`config.mk`:
```
export PLATFORM = sky130hd
export DESIGN_NAME = rng_health_fifo
export DESIGN_NICKNAME = d
export VERILOG_FILES = /design/src/rtl/rng_health_fifo.sv
export SDC_FILE = /design/constraint.sdc
export NUM_CORES = 1
export LEC_CHECK = 0
export BUFFER_PORTS_ARGS = -buffer_cell sky130_fd_sc_hd__buf_2
export CORE_MARGIN = 3
export CORE_UTILIZATION = 50
export DETAILED_ROUTE_END_ITERATION = 7
export PLACE_DENSITY = 0.68
export SETUP_SLACK_MARGIN = 0.2
export SYNTH_ARGS = -nofsm -noshare
export SYNTH_HDL_FRONTEND = slang
export SYNTH_SLANG_ARGS = --single-unit
```
`constraint.sdc`:
```
create_clock -name clk -period 8.5 [get_ports clk]
set_clock_uncertainty 0.2 [all_clocks]
set_input_delay 1.7 -clock clk [delete_from_list [all_inputs] [get_ports clk]]
set_output_delay 1.7 -clock clk [all_outputs]
set_load 0.01 [all_outputs]
```
`src/rtl/rng_health_fifo.sv`:
```
// rng_health_fifo: repetition-count health test on incoming random words with
// warm-up discard, alarm latch and a show-ahead valid/ready output FIFO.
module rng_health_fifo #(
    parameter int DATA_WIDTH    = 16,
    parameter int FIFO_DEPTH    = 8,
    parameter int REP_LIMIT     = 4,
    parameter int STARTUP_WORDS = 16
) (
    input  logic                          clk,
    input  logic                          rst,
    input  logic [DATA_WIDTH-1:0]         in_data,
    input  logic                          in_valid,
    input  logic                          clear_alarm,
    output logic [DATA_WIDTH-1:0]         out_data,
    output logic                          out_valid,
    input  logic                          out_ready,
    output logic                          alarm,
    output logic [$clog2(FIFO_DEPTH):0]   fifo_level,
    output logic [7:0]                    drop_count
);
    localparam int AW = $clog2(FIFO_DEPTH);
    localparam int LW = AW + 1;
    localparam int RW = $clog2(REP_LIMIT + 1);
    localparam int SW = $clog2(STARTUP_WORDS + 1);
    localparam logic [RW-1:0] REP_MAX    = RW'(REP_LIMIT);
    localparam logic [SW-1:0] START_LAST = SW'(STARTUP_WORDS - 1);
    localparam logic [LW-1:0] DEPTH_L    = LW'(FIFO_DEPTH);

    typedef enum logic [1:0] {STARTUP, RUN, ALARM} state_t;

    state_t                  state_q, state_d;
    logic [DATA_WIDTH-1:0]   last_q;
    logic [DATA_WIDTH-1:0]   mem_q [FIFO_DEPTH];
    logic [RW-1:0]           rep_q, rep_d, rep_inc;
    logic [SW-1:0]           start_q, start_d;
    logic [AW-1:0]           rd_q, rd_d, wr_q, wr_d;
    logic [LW-1:0]           cnt_q, cnt_d;
    logic [7:0]              drop_q, drop_d;
    logic                    testing, trip, full, pop, push_req, push, flush;

    always_comb begin
        testing  = in_valid && state_q != ALARM;
        rep_inc  = (in_data == last_q) ? ((rep_q == REP_MAX) ? rep_q : rep_q + 1'b1) : RW'(1);
        trip     = testing && rep_inc == REP_MAX;
        full     = cnt_q == DEPTH_L;
        pop      = out_valid && out_ready;
        push_req = state_q == RUN && in_valid && !trip;
        push     = push_req && (!full || pop);
        flush    = trip || state_q == ALARM;
        state_d  = state_q;
        start_d  = start_q;
        rep_d    = testing ? rep_inc : rep_q;
        if (state_q == ALARM && clear_alarm) begin
            state_d = STARTUP;
            start_d = '0;
            rep_d   = '0;
        end else if (trip) begin
            state_d = ALARM;
        end else if (state_q == STARTUP && in_valid) begin
            start_d = (start_q == START_LAST) ? '0 : start_q + 1'b1;
            state_d = (start_q == START_LAST) ? RUN : STARTUP;
        end
        rd_d   = flush ? '0 : rd_q + AW'(pop);
        wr_d   = flush ? '0 : wr_q + AW'(push);
        cnt_d  = flush ? '0 : cnt_q + LW'(push) - LW'(pop);
        drop_d = (push_req && full && !pop && drop_q != 8'hFF) ? drop_q + 1'b1 : drop_q;
    end

    always_ff @(posedge clk or posedge rst) begin
        if (rst) begin
            state_q <= STARTUP;
            last_q  <= '0;
            rep_q   <= '0;
            start_q <= '0;
            rd_q    <= '0;
            wr_q    <= '0;
            cnt_q   <= '0;
            drop_q  <= '0;
        end else begin
            state_q <= state_d;
            last_q  <= testing ? in_data : last_q;
            rep_q   <= rep_d;
            start_q <= start_d;
            rd_q    <= rd_d;
            wr_q    <= wr_d;
            cnt_q   <= cnt_d;
            drop_q  <= drop_d;
        end
    end

    // Storage is cleared on reset so the head word reads zero until first use.
    always_ff @(posedge clk or posedge rst) begin
        if (rst) begin
            for (int i = 0; i < FIFO_DEPTH; i++) mem_q[i] <= '0;
        end else if (push) begin
            mem_q[wr_q] <= in_data;
        end
    end

    assign out_data   = mem_q[rd_q];
    assign out_valid  = cnt_q != '0 && state_q == RUN;
    assign alarm      = state_q == ALARM;
    assign fifo_level = cnt_q;
    assign drop_count = drop_q;
endmodule

```
Word level (Yosys, flattened, before mapping)

Index checks and enable logic that the tools add are counted.

Bits of input ports: 21
Bits in registers: 172
Output and inout port bits: 30
Logic and storage cells: 83

Bitwise gates (word level): 2
Eq/ne operators: 10
Muxes and demuxes: 21
Reductions and logical operators: 24
Add/subtract/negate cells: 7
$lt $le $gt $ge: 3

Operators by type and width:

| operator                                                   | count |
|---|---|
| bitwise mux 128 bit                                        | 1 |
| binary-select mux 16 bit (select 3 bit)                    | 1 |
| demux 16 bit (select 3 bit)                                | 1 |
| 2-to-1 mux 16 bit                                          | 3 |
| 2-to-1 mux 5 bit                                           | 4 |
| 2-to-1 mux 3 bit                                           | 6 |
| equality test 16 bit                                       | 1 |
| logical AND 1 bit                                          | 13 |
| adder 8 x 1 -> 8 bit, second input constant                | 1 |
| greater-or-equal comparator 4 bit, second input constant   | 2 |
| inequality test 8 bit, second input constant               | 1 |
| inverter 3 -> 4 bit                                        | 2 |
| adder 3 x 1 -> 3 bit                                       | 2 |
| equality test 3 bit, second input constant                 | 2 |
| 2-to-1 mux 2 bit                                           | 3 |
| adder 5 x 1 -> 5 bit, second input constant                | 1 |
| equality test 5 x 4 -> 1 bit, second input constant        | 1 |
| adder 4 x 1 -> 4 bit                                       | 1 |
| equality test 4 bit, second input constant                 | 1 |
| less-than comparator 4 x 1 -> 1 bit, second input constant | 1 |
| 2-to-1 mux 4 bit                                           | 1 |
| nonzero test 2 bit                                         | 2 |
| nonzero test 4 bit                                         | 1 |
| subtractor 4 x 1 -> 4 bit                                  | 1 |
| other kinds (11)                                           | 14 |

Longest topological paths before layout

Depth after elaboration: 11
Gate-level depth with buffers: 15
Gate-level depth less buffers: 14

Least setup slack after synthesis

OpenSTA, ideal clock, no wires.

Path type: input to register
Start point: input in_data[5]
End point: register cnt_q[2], in the netlist fifo_level[2]
Arrival: 4153 ps
Cell stages on the path: 13
Path slack: 4028 ps
Setup time: 119 ps
Cells stage by stage: clkbuf_1 -> xor2_1 -> nor4_2 -> nand4_2 -> or3_1 -> buf_2 -> nand3_1 -> ha_1 -> inv_1 -> ha_1 -> fa_1 -> xor2_1 -> and2_1

Longest elaborated chain between the ends: 10
Elaborated cells on any way between the ends: 11

RTL lines:

| what                      | RTL line | RTL |
|---|---|---|
| from (decl)               | 11       | `input logic [DATA_WIDTH-1:0] in_data,` |
| equality test 16 bit (*)  | 43       | `rep_inc = (in_data == last_q) ? ((rep_q == REP_MAX) ? rep_q : rep_q + 1'b1) : RW'(1);` |
| 2-to-1 mux 3 bit (*)      | 43       |  |
| equality test 3 bit (*)   | 44       | `trip = testing && rep_inc == REP_MAX;` |
| logical AND 1 bit (*)     | 44       |  |
| logical NOT 1 bit         | 47       | `push_req = state_q == RUN && in_valid && !trip;` |
| logical AND 1 bit         | 47       |  |
| logical AND 1 bit         | 48       | `push = push_req && (!full \|\| pop);` |
| adder 4 x 1 -> 4 bit      | 65       | `cnt_d = flush ? '0 : cnt_q + LW'(push) - LW'(pop);` |
| subtractor 4 x 1 -> 4 bit | 65       |  |
| 2-to-1 mux 4 bit (*)      | 65       |  |
| named net cnt_d[2]        | 37       | `logic [LW-1:0] cnt_q, cnt_d;` |
| to (signal assigned)      | 86       | `cnt_q <= cnt_d;` |
| to (decl)                 | 37       |  |

Mark *: on every way through the listed nets, which the timed path passes. The rest lies on a longest branch.
A chain may end at the register's enable or synchronous reset.

Final worst setup path

Start point: input in_data[9]
End point: register cnt_q[2], in the netlist fifo_level[2]

Same word-level chain as after synthesis.

==> impl_metrics.env <==
export IMPL_ctsLongestPathBuffers=2
export IMPL_drtAntennaViolNets=0
export IMPL_finalWorstSetupSlack_ns=4.084
export IMPL_cap_violations=0
export IMPL_synth_top_cell_area_share=0.5089
export IMPL_dp_hpwl_mm=10.77
export IMPL_arrival_ns=4.54
export IMPL_pin_count=51
export IMPL_r2r_worst_path_cells=10
export IMPL_p_leak_nw=4.322
export IMPL_drc=0
export IMPL_power_density_nw_per_um2=362.4
export IMPL_reg2reg_from="state_q[1]"
export IMPL_avgViaCountPerCell=5.626
export IMPL_holdCritStartpoint="mem_q[117]"
export IMPL_wire_per_inst_um=19.97
export IMPL_die_h_um=136.1
export IMPL_cts_repair_resized=0
export IMPL_holdPathStages=1
export IMPL_path_class="input port to flip-flop"
export IMPL_die_w_um=136.1
export IMPL_yosysMostFrequentCell="dfrtp_1"
export IMPL_num_antenna_cells=0
export IMPL_ir_drop_mv=0.2052
export IMPL_fin_crit_sh=0.5195
export IMPL_dpl_worst_slack_ns=3.610
export IMPL_portBuffers=50
export IMPL_antenna_found_initial=0
export IMPL_synth_commonest_cells="dfrtp_1 (172), mux2_2 (93), nand2_1 (60)"
export IMPL_tightest_slew_ns=1.039
export IMPL_dr_total_vias=4883
export IMPL_drt_initial_drc_count=252
export IMPL_rsz0062_at_grt="no"
export IMPL_fmax_mhz=226.5
export IMPL_slew_headroom=0.3072
export IMPL_setup_worst_path_start_class="input port"
export IMPL_wl_met2_mm=8.514
export IMPL_syn_inst=604
export IMPL_yosysTopAreaCell="dfrtp_1"
export IMPL_hold_viol_final=0
export IMPL_clock_latency_ns=0.44
export IMPL_clkTransAtPathRegs_ns=0.06
export IMPL_grt_overflow=0
export IMPL_start_util=0.5211
export IMPL_grt_first_pass_wirelength_mm=28.47
export IMPL_fin_setup_tns_ns=0
export IMPL_wl_met1_mm=7.618
export IMPL_die_area_um2=18510
export IMPL_cts_hold_buf=0
export IMPL_ys_flop_type="dfrtp_1"
export IMPL_cts_buffers=17
export IMPL_cp_max_fo=10
export IMPL_r2r_end="fifo_level[2]"
export IMPL_synthTopCellsByArea="dfrtp_1 (51%), mux2_2 (12%), mux4_2 (8.5%)"
export IMPL_finalNetCount=676
export IMPL_clkSinkCount=172
export IMPL_r2r_setup_slack_ns=4.78
export IMPL_syn_nets=640
export IMPL_area_delta_synth_final_pct=11.14
export IMPL_grtUsageTotal=0.2035
export IMPL_std_cell_rows=46
export IMPL_cts_tree="built"
export IMPL_place_gp_congestion=0.8262
export IMPL_setup_viol=0
export IMPL_cts_root_buf="clkbuf_16"
export IMPL_ys_ff_latch=172
export IMPL_ff_latch_area_um2=4307
export IMPL_topRoutingLayerUsed="met4"
export IMPL_drive_gt1_frac=0.4187
export IMPL_synth_edff_count=0
export IMPL_postCtsSetupRepairBufs=0
export IMPL_drt_pass1_iterations=4
export IMPL_syn_area_um2=8458
export IMPL_holdCritPathClass="flip-flop to flip-flop"
export IMPL_synthArstFlopShare=1.000
export IMPL_syn_area_per_cell_um2=14.00
export IMPL_slew_viol_final=0
export IMPL_hold_end="mem_q[117]"
export IMPL_core_um2=16230
export IMPL_post_route_min_period_ns=4.416
export IMPL_final_fill_count=1273
export IMPL_synth_cell_type_count=44
export IMPL_multiInputGateArea_um2=3866
export IMPL_grt_max_degree=109
export IMPL_yosysWarningCount=0
export IMPL_required_ns=8.63
export IMPL_status="complete, no violations"
export IMPL_end_kind="flip-flop"
export IMPL_ys_seq_area_frac=0.5089
export IMPL_drt_wl_total_mm=17.34
export IMPL_wl_met3_um=820
export IMPL_grt_pass1_vias=5240
export IMPL_htreeDepth=4
cell families after synthesis:
group,synth area share
muxes,0.2960
DFF,0.5089
and+or+nand+nor,0.09157
buffers and inverters,0.03402
xor gates and xnor gates,0.02796
AOI/OAI and AO/OA,0.01849
adders and majority gates,0.02308
how the worst max path moves through the flow:
stage / start / end / slack (ns) / depth (start not counted)
after floorplan: rst / drop_count[0] / 1.94 / 1
after global placement: in_data[9] / fifo_level[2] / 3.70 / 12
after detailed placement: in_data[9] / fifo_level[2] / 3.61 / 12
after CTS: in_data[9] / fifo_level[2] / 4.07 / 12
after global routing: in_data[4] / fifo_level[3] / 3.88 / 13
final: in_data[9] / fifo_level[2] / 4.08 / 12
flip-flops by register name (all words and copies together), names as in the netlist:
name	flops
fifo_level	4
state_q	2
last_q	16
wr_q	3
drop_count	8
rd_q	3
rep_q	3
start_q	5
mem_q	128
stage by stage:
| stage | instance area, um2 | hold slack (ns) | utilization | std cells | total power [mW] |
|---|---|---|---|---|---|
| final | 9400 | 0.2945 | 0.5792 | 868 | 3.407 |
| after global routing | 9400 | 0.3092 | 0.5792 | 868 | 3.610 |
| after CTS | 9400 | 0.2981 | 0.5792 | 868 | 3.448 |
| after detailed placement | 8796 | 0.2826 | 0.5419 | 837 | 2.634 |
| after global placement | 8796 | 0.2688 | 0.5419 | 837 | 2.569 |
| after floorplan | 8458 | 0.2587 | - | 604 | 2.300 |
final cells by class:
class	instances	area share
Clock buffer	18	0.04672
Clock inverter	13	0.01757
Inverter	12	0.005324
Multi-Input combinational cell	380	0.4113
Sequential cell	172	0.4581
Tap cell	216	0.02875
Timing Repair Buffer	57	0.03221
routing by layer:
metal	vias to the layer above	GRT usage
li1	2220	-
met1	2522	0.2696
met4	0	0.07503
met5	-	0
met2	115	0.3291
met3	26	0.04811
placed cells by master (no fill, tap or decap), drive strengths merged, types with 3 or more instances in the layout:
cell / synthesis / final
a21oi: 10 / 10
xor2: 24 / 24
xnor2: 3 / 3
nand4: 6 / 6
mux2: 145 / 145
mux4: 32 / 32
clkinvlp: 0 / 4
buf: 24 / 57
nand2: 60 / 60
nor2: 15 / 15
and2: 14 / 14
nor2b: 3 / 3
clkinv: 0 / 3
clkbuf: 16 / 18
nand2b: 3 / 3
o21ai: 5 / 5
bufinv: 0 / 3
dfrtp: 172 / 172
nor3: 8 / 8
ha: 14 / 14
inv: 12 / 15
nand3: 13 / 13
nor4: 5 / 5
power by group:
part	switching, mW	total (mW)	internal, mW
clock network	0.332	0.802	0.470
registers	0.238	1.37	1.14
logic	0.485	1.23	0.746
total	1.06	3.41	2.35
critical path, stage by stage:
cell	delay, ns
buf_2	0.16
xor2_1	0.16
nor4_2	0.37
nand4_2	0.27
or3_1	0.61
nand3_1	0.18
ha_1	0.13
inv_1	0.04
ha_1	0.20
fa_1	0.39
xor2_1	0.17
and2_1	0.15
Note: power is estimated with default switching activity, not from simulation.
